## src/rtl/buck_pwm_scheduler_if.sv

```systemverilog
// Bundles the buck scheduler's control inputs and its timer/gate/status outputs.
// Latency: none (wires only).
// Backpressure: none; every signal is a level or a single-cycle pulse.
interface buck_pwm_scheduler_if;
    logic        enable;
    logic        fault;
    logic        fault_clr;
    logic [15:0] inductor_charging_time;
    logic [15:0] timer_buck_4us_0;
    logic [15:0] timer_buck_4us_1;
    logic        gate_ch0;
    logic        gate_ch1;
    logic        running;
    logic        fault_latched;
    logic [1:0]  state;

    // Controller / supervisor side
    modport master (
        output enable, fault, fault_clr, inductor_charging_time,
        input  timer_buck_4us_0, timer_buck_4us_1, gate_ch0, gate_ch1,
               running, fault_latched, state
    );

    // Scheduler side
    modport slave (
        input  enable, fault, fault_clr, inductor_charging_time,
        output timer_buck_4us_0, timer_buck_4us_1, gate_ch0, gate_ch1,
               running, fault_latched, state
    );
endinterface

```

## src/rtl/buck_pwm_scheduler.sv

```systemverilog
// Two-channel interleaved buck PWM scheduler: period timers, on-time capture, 180-degree gates, enable/fault FSM.
// Latency: gates/status registered (1 clk); fault forces gates low on the next edge, rst drops them asynchronously.
// Backpressure: none, timers free-run; macro BUCK_PWM_SOFT_START_EN adds a per-period ramping on-time clamp.
module buck_pwm_scheduler #(
    parameter int PERIOD    = 400,
    parameter int PHASE     = 200,
    parameter int LATCH_CYC = 8,
    parameter int MAX_ON    = 200,
    parameter int MIN_ON    = 4
`ifdef BUCK_PWM_SOFT_START_EN
    ,
    parameter int SS_STEP   = 8
`endif
) (
    input  logic                 clk,
    input  logic                 rst,
    buck_pwm_scheduler_if.slave  bus
);
    typedef enum logic [2:0] {
        ST_IDLE  = 3'd0,
        ST_ARM   = 3'd1,
        ST_RUN   = 3'd2,
        ST_DRAIN = 3'd3,
        ST_FAULT = 3'd4
    } state_t;

    localparam logic [15:0] LAST_CNT  = 16'(PERIOD - 1);
    localparam logic [15:0] LATCH_CNT = 16'(LATCH_CYC);
    localparam logic [15:0] MAX_ON_V  = 16'(MAX_ON);
    localparam logic [15:0] MIN_ON_V  = 16'(MIN_ON);

    state_t      st_q, st_nxt;
    logic [15:0] timer0_q, timer0_nxt, timer1;
    logic [15:0] ton0_q, ton1_q, ton0_nxt, ton1_nxt;
    logic [15:0] ton_req, clamp_max;
    logic        gate0_q, gate1_q, running_q, fault_latched_q;
    logic [1:0]  state_q;
    logic        wrap;

    // Channel-1 timer is channel 0 shifted by PHASE, modulo PERIOD
    function automatic logic [15:0] shift_phase(input logic [15:0] t);
        logic [16:0] s;
        s = {1'b0, t} + 17'(PHASE);
        if (s >= 17'(PERIOD))
            s = s - 17'(PERIOD);
        return s[15:0];
    endfunction

    // Gate window is [LATCH_CYC+1, LATCH_CYC+ton]; ton=0 gives an empty window
    function automatic logic in_pulse(input logic [15:0] t, input logic [15:0] ton);
        return (t > LATCH_CNT) && ({1'b0, t} <= ({1'b0, LATCH_CNT} + {1'b0, ton}));
    endfunction

    assign wrap       = (timer0_q == LAST_CNT);
    assign timer0_nxt = wrap ? 16'd0 : timer0_q + 16'd1;
    assign timer1     = shift_phase(timer0_q);

`ifdef BUCK_PWM_SOFT_START_EN
    logic [15:0] ss_max_q;

    // Soft-start clamp: cleared outside switching, steps up on every wrap that lands in RUN
    always_ff @(posedge clk or posedge rst) begin
        if (rst)
            ss_max_q <= 16'd0;
        else if (bus.fault || st_q == ST_IDLE || st_q == ST_FAULT)
            ss_max_q <= 16'd0;
        else if (wrap && st_nxt == ST_RUN)
            ss_max_q <= (({1'b0, ss_max_q} + 17'(SS_STEP)) >= {1'b0, MAX_ON_V})
                        ? MAX_ON_V : ss_max_q + 16'(SS_STEP);
    end

    assign clamp_max = ss_max_q;
`else
    assign clamp_max = MAX_ON_V;
`endif

    // Clamp requested on-time: runts dropped, long pulses limited
    always_comb begin
        ton_req = bus.inductor_charging_time;
        if (bus.inductor_charging_time < MIN_ON_V)
            ton_req = 16'd0;
        else if (bus.inductor_charging_time > clamp_max)
            ton_req = clamp_max;
    end

    // Next state: fault overrides everything, power stage only starts/stops on wraps
    always_comb begin
        st_nxt = st_q;
        if (bus.fault) begin
            st_nxt = ST_FAULT;
        end else begin
            case (st_q)
                ST_IDLE:  if (bus.enable) st_nxt = ST_ARM;
                ST_ARM:   if (!bus.enable) st_nxt = ST_IDLE;
                          else if (wrap) st_nxt = ST_RUN;
                ST_RUN:   if (!bus.enable) st_nxt = ST_DRAIN;
                ST_DRAIN: if (wrap) st_nxt = ST_IDLE;
                ST_FAULT: if (bus.fault_clr) st_nxt = ST_IDLE;
                default:  st_nxt = ST_IDLE;
            endcase
        end
    end

    // On-time capture at each channel's latch point; only RUN may load a non-zero value
    always_comb begin
        ton0_nxt = ton0_q;
        ton1_nxt = ton1_q;
        if (bus.fault) begin
            ton0_nxt = 16'd0;
            ton1_nxt = 16'd0;
        end else begin
            if (timer0_q == LATCH_CNT)
                ton0_nxt = (st_q == ST_RUN) ? ton_req : 16'd0;
            if (timer1 == LATCH_CNT)
                ton1_nxt = (st_q == ST_RUN) ? ton_req : 16'd0;
        end
    end

    // Period timer, free-running in every state
    always_ff @(posedge clk or posedge rst) begin
        if (rst)
            timer0_q <= 16'd0;
        else
            timer0_q <= timer0_nxt;
    end

    // Captured on-times and registered gates, evaluated against next-cycle timers
    always_ff @(posedge clk or posedge rst) begin
        if (rst) begin
            ton0_q  <= 16'd0;
            ton1_q  <= 16'd0;
            gate0_q <= 1'b0;
            gate1_q <= 1'b0;
        end else begin
            ton0_q  <= ton0_nxt;
            ton1_q  <= ton1_nxt;
            gate0_q <= in_pulse(timer0_nxt, ton0_nxt);
            gate1_q <= in_pulse(shift_phase(timer0_nxt), ton1_nxt);
        end
    end

    // FSM state with registered status outputs (DRAIN reports as RUN code)
    always_ff @(posedge clk or posedge rst) begin
        if (rst) begin
            st_q            <= ST_IDLE;
            running_q       <= 1'b0;
            fault_latched_q <= 1'b0;
            state_q         <= 2'd0;
        end else begin
            st_q            <= st_nxt;
            running_q       <= (st_nxt == ST_RUN);
            fault_latched_q <= (st_nxt == ST_FAULT);
            case (st_nxt)
                ST_IDLE:          state_q <= 2'd0;
                ST_ARM:           state_q <= 2'd1;
                ST_RUN, ST_DRAIN: state_q <= 2'd2;
                default:          state_q <= 2'd3;
            endcase
        end
    end

    assign bus.timer_buck_4us_0 = timer0_q;
    assign bus.timer_buck_4us_1 = timer1;
    assign bus.gate_ch0         = gate0_q;
    assign bus.gate_ch1         = gate1_q;
    assign bus.running          = running_q;
    assign bus.fault_latched    = fault_latched_q;
    assign bus.state            = state_q;
endmodule

```

## src/flat_wrapper.sv

```systemverilog
// flat-port wrapper written by rule: the top's interface ports become plain ports
module buck_pwm_scheduler_flat 
#(
    parameter int PERIOD    = 400,
    parameter int PHASE     = 200,
    parameter int LATCH_CYC = 8,
    parameter int MAX_ON    = 200,
    parameter int MIN_ON    = 4

)
  (clk, rst, bus_enable, bus_fault, bus_fault_clr, bus_inductor_charging_time, bus_timer_buck_4us_0, bus_timer_buck_4us_1, bus_gate_ch0, bus_gate_ch1, bus_running, bus_fault_latched, bus_state);
  buck_pwm_scheduler_if bus_i ();
  input  logic clk;
  input  logic rst;
  input wire logic [$bits(bus_i.enable)-1:0] bus_enable;
  input wire logic [$bits(bus_i.fault)-1:0] bus_fault;
  input wire logic [$bits(bus_i.fault_clr)-1:0] bus_fault_clr;
  input wire logic [$bits(bus_i.inductor_charging_time)-1:0] bus_inductor_charging_time;
  output wire logic [$bits(bus_i.timer_buck_4us_0)-1:0] bus_timer_buck_4us_0;
  output wire logic [$bits(bus_i.timer_buck_4us_1)-1:0] bus_timer_buck_4us_1;
  output wire logic [$bits(bus_i.gate_ch0)-1:0] bus_gate_ch0;
  output wire logic [$bits(bus_i.gate_ch1)-1:0] bus_gate_ch1;
  output wire logic [$bits(bus_i.running)-1:0] bus_running;
  output wire logic [$bits(bus_i.fault_latched)-1:0] bus_fault_latched;
  output wire logic [$bits(bus_i.state)-1:0] bus_state;
  assign bus_i.enable = bus_enable;
  assign bus_i.fault = bus_fault;
  assign bus_i.fault_clr = bus_fault_clr;
  assign bus_i.inductor_charging_time = bus_inductor_charging_time;
  assign bus_timer_buck_4us_0 = bus_i.timer_buck_4us_0;
  assign bus_timer_buck_4us_1 = bus_i.timer_buck_4us_1;
  assign bus_gate_ch0 = bus_i.gate_ch0;
  assign bus_gate_ch1 = bus_i.gate_ch1;
  assign bus_running = bus_i.running;
  assign bus_fault_latched = bus_i.fault_latched;
  assign bus_state = bus_i.state;
  buck_pwm_scheduler #(.PERIOD(PERIOD), .PHASE(PHASE), .LATCH_CYC(LATCH_CYC), .MAX_ON(MAX_ON), .MIN_ON(MIN_ON)) u_core (.clk(clk), .rst(rst), .bus(bus_i));
endmodule
```

## config.mk

```make
export PLATFORM = sky130hd
export DESIGN_NAME = buck_pwm_scheduler_flat
export DESIGN_NICKNAME = d
export VERILOG_FILES = /design/src/rtl/buck_pwm_scheduler_if.sv /design/src/rtl/buck_pwm_scheduler.sv /design/src/flat_wrapper.sv
export SDC_FILE = /design/constraint.sdc
export NUM_CORES = 1
export LEC_CHECK = 0
export ABC_CLOCK_PERIOD_IN_PS = 6450
export BUFFER_PORTS_ARGS = -buffer_cell sky130_fd_sc_hd__buf_2
export CAP_MARGIN = 5
export CORE_MARGIN = 8
export CORE_UTILIZATION = 32
export DETAILED_ROUTE_END_ITERATION = 12
export GPL_TIMING_DRIVEN = 0
export SLEW_MARGIN = 40
export SYNTH_ARGS = -nofsm -noshare
export SYNTH_HDL_FRONTEND = slang
export SYNTH_SLANG_ARGS = --single-unit
```

## constraint.sdc

```tcl
create_clock -name clk -period 6.45 [get_ports clk]
set_input_delay 0.9675 -clock clk [delete_from_list [all_inputs] [get_ports clk]]
set_output_delay 0.9675 -clock clk [all_outputs]
set_load 0.01 [all_outputs]
```

==> results_dict.tcl <==
set metrics [dict create \
    status "completed" \
    die-area_um2 22500 \
    period_needed_ns 6.00 \
    drc_errors 0 \
    ys_ff_latch 57 \
    clock_latency_ns 0.33 \
    holdBufCountCts 0 \
    dr.pass1.iters 5 \
    core_area_um2 17800 \
    diodes 0 \
    wl_per_cell_um 16.3 \
    yosys_warnings 0 \
    critPathLaunchType "flip-flop" \
    max_stage_delay_ns 0.58 \
    cts_tree "yes" \
    max_cap_viol_count 0 \
    grt_pass1_vias 5125 \
    h-tree-depth 3 \
    yosysTopAreaCellShare_pct 24.9 \
    clk_pin_slew_worst_paths_ns 0.05 \
    hpwl_um 12700 \
    synth.avg_cell_area_um2 8.51 \
    drt_iter0_drc 339 \
    met1_usage_pct 18.7 \
    synth_nets 739 \
    p_total_uw 945 \
    worstHoldPathType "reg2reg" \
    critPathTopFamily "compound AO/OA/AOI/OAI gates" \
    clock-root-buffer "clkbuf_16" \
    final_nets 808 \
    cp_num_buf_inv 2 \
    synth_cell_types 97 \
    yosysSeqAreaShare_pct 24.9 \
    setup_viol 0 \
    cts_made_buffers 9 \
    cpMaxStageDelayCell "or4b_4" \
    max_freq_mhz 167 \
    io_buffers 57 \
    antenna_found_initial 0 \
    tns_ns 0 \
    crit_top_cell "a21oi_1" \
    finalHoldViolations 0 \
    worstMarginPinSlew_ns 0.704 \
    globalRouteOverflowTotal 0 \
    drive_above_1_share_pct 18.6 \
    ant_nets 0 \
    required_ns 6.69 \
    post-route-period-util_pct 93.0 \
    final_common_cell "nand2_1" \
    ys_async_sr_fraction_pct 100 \
    synthCells 674 \
    grt.met3_usage_pct 2.45 \
    wirelength_um 15900 \
    start_util_pct 32.3 \
    skew_ns 0.00673 \
    ir_worst_vdd_v 0.000118 \
    grtUsageMet2_pct 23.0 \
    p_leak_nw 2.88 \
    timing_worst_setup_path_type "reg2reg" \
    grt.busiest_layer "met2" \
    vias_per_cell 5.42 \
    cp_max_fo 10 \
    synth.area.top_cells "dfrtp_1, ha_1, xnor2_1" \
    arrival_ns 6.24 \
    finalMaxSlewViolations 0 \
    io_pins 59 \
    rows 49 \
    synth_top_cell_by_area "dfrtp_1" \
    die_w_um 150 \
    syn_to_final_growth_pct 16.4 \
    clk_path_buf_depth 2 \
    synthFlopType "dfrtp_1" \
    grt_max_degree 36 \
    synth_area_um2 5740 \
    clock-sinks 57 \
    relSlewSlack_pct 52.7 \
    post_cts_resized 0 \
    synth-edff-count 0 \
    gp_congestion 0.885 \
    power_density_nw_per_um2 141 \
    grt_use_total_pct 14.3 \
    rsz0062_at_grt "no" \
    post_cts_buffers 0 \
    die_height_um 150 \
    vias 5299 \
    grt_pass1_wl_um 25900 \
    most-common-layout-cells "nand2_1, buf_2, dfrtp_1, xnor2_1, ha_1" \
    end_kind "flip-flop" \
]
## stage by stage
step                instances  setup WS, ns  instance area [µm²]  hold slack [ns]  utilization (%)
floorplan                 674          1.20                 5740            0.482                -
global placement          960         0.326                 6310            0.502             35.5
global route              977        0.0159                 6680            0.553             37.6
finish                    977         0.451                 6680            0.509             37.6
detailed placement        961         0.339                 6330            0.504             35.6
CTS                       977         0.308                 6680            0.515             37.5
## worst paths after layout
check	startpoint	endpoint	slack (ns)	depth (start not counted)
max	u_core.bus.timer_buck_4us_0[4]$_DFF_PP0_	u_core.bus.gate_ch1$_DFF_PP0_	0.45	25
min reg2reg	u_core.ton0_q[8]$_DFF_PP0_	u_core.ton0_q[8]$_DFF_PP0_	0.51	1
min	u_core.ton0_q[8]$_DFF_PP0_	u_core.ton0_q[8]$_DFF_PP0_	0.51	1
min in group asynchronous	rst	u_core.ton0_q[11]$_DFF_PP0_	0.61	2
max in group asynchronous	rst	u_core.ton1_q[11]$_DFF_PP0_	5.36	3
max reg2reg	u_core.bus.timer_buck_4us_0[4]$_DFF_PP0_	u_core.bus.gate_ch1$_DFF_PP0_	0.45	25
## synth_stat cells (3+ instances only)
library cell  number
nand2_1           67
dfrtp_1           57
xnor2_1           50
ha_1              44
a21oi_1           33
nand3_1           33
nor2_1            32
inv_1             31
and2_1            23
o21ai_0           20
and3_1            17
nor3_1            15
xor2_1            15
nand4_1           14
o21a_1            12
nor2b_1           10
nor4_1            10
clkbuf_1           9
mux2i_1            8
or2_2              8
buf_4              7
o31a_1             7
or3_1              7
a21o_1             6
buf_6              6
nand2b_1           5
nand3b_1           5
o31ai_1            5
a211oi_1           4
a21oi_2            4
and4_1             4
buf_2              4
nand4b_1           4
o211ai_1           4
o21ai_1            4
o22ai_1            4
o41ai_1            4
a22oi_1            3
a31oi_1            3
and4b_1            3
nor4b_1            3
## cell type report
class / instances / area [µm²]
repair buffers: 58 / 305
clock inverters: 5 / 103
inverters: 35 / 136
flip-flops and latches: 57 / 1430
fillers: 1856 / 11100
plain buffers: 28 / 181
multi-input cells: 554 / 4000
clock buffers: 11 / 243
well taps: 229 / 287
## layer usage
layer | up-vias | wire [µm]
li1 | 2607 | -
met1 | 2518 | 7380
met2 | 145 | 7200
met3 | 29 | 865
met4 | 0 | 484
met5 | - | 0
## state kept, by name, summed over array words and instances, names as in the netlist
signal                       cells
u_core.bus.running               1
u_core.bus.gate_ch1              1
u_core.bus.gate_ch0              1
u_core.ton0_q                   16
u_core.bus.fault_latched         1
u_core.bus.state                 2
u_core.ton1_q                   16
u_core.st_q                      3
u_core.bus.timer_buck_4us_0     16
## cell families (layout without fill, tap and decap cells)
family	count (synthesis)	count (layout)	share of synthesized area, %
adders and majority gates	44	44	9.60
AOI/OAI and AO/OA	149	149	19.2
muxes	11	11	2.18
and+or+nand+nor	284	284	28.5
DFF	57	57	24.9
xor gates and xnor gates	66	66	10.2
buffers and inverters	63	137	5.50
## report_power, final
part,total (mW),switching [mW],internal [mW]
sequential,0.362,0.00148,0.360
combinational,0.0291,0.0185,0.0106
clock,0.554,0.167,0.387
total,0.945,0.187,0.758
Power figures use the tool's default switching activity.
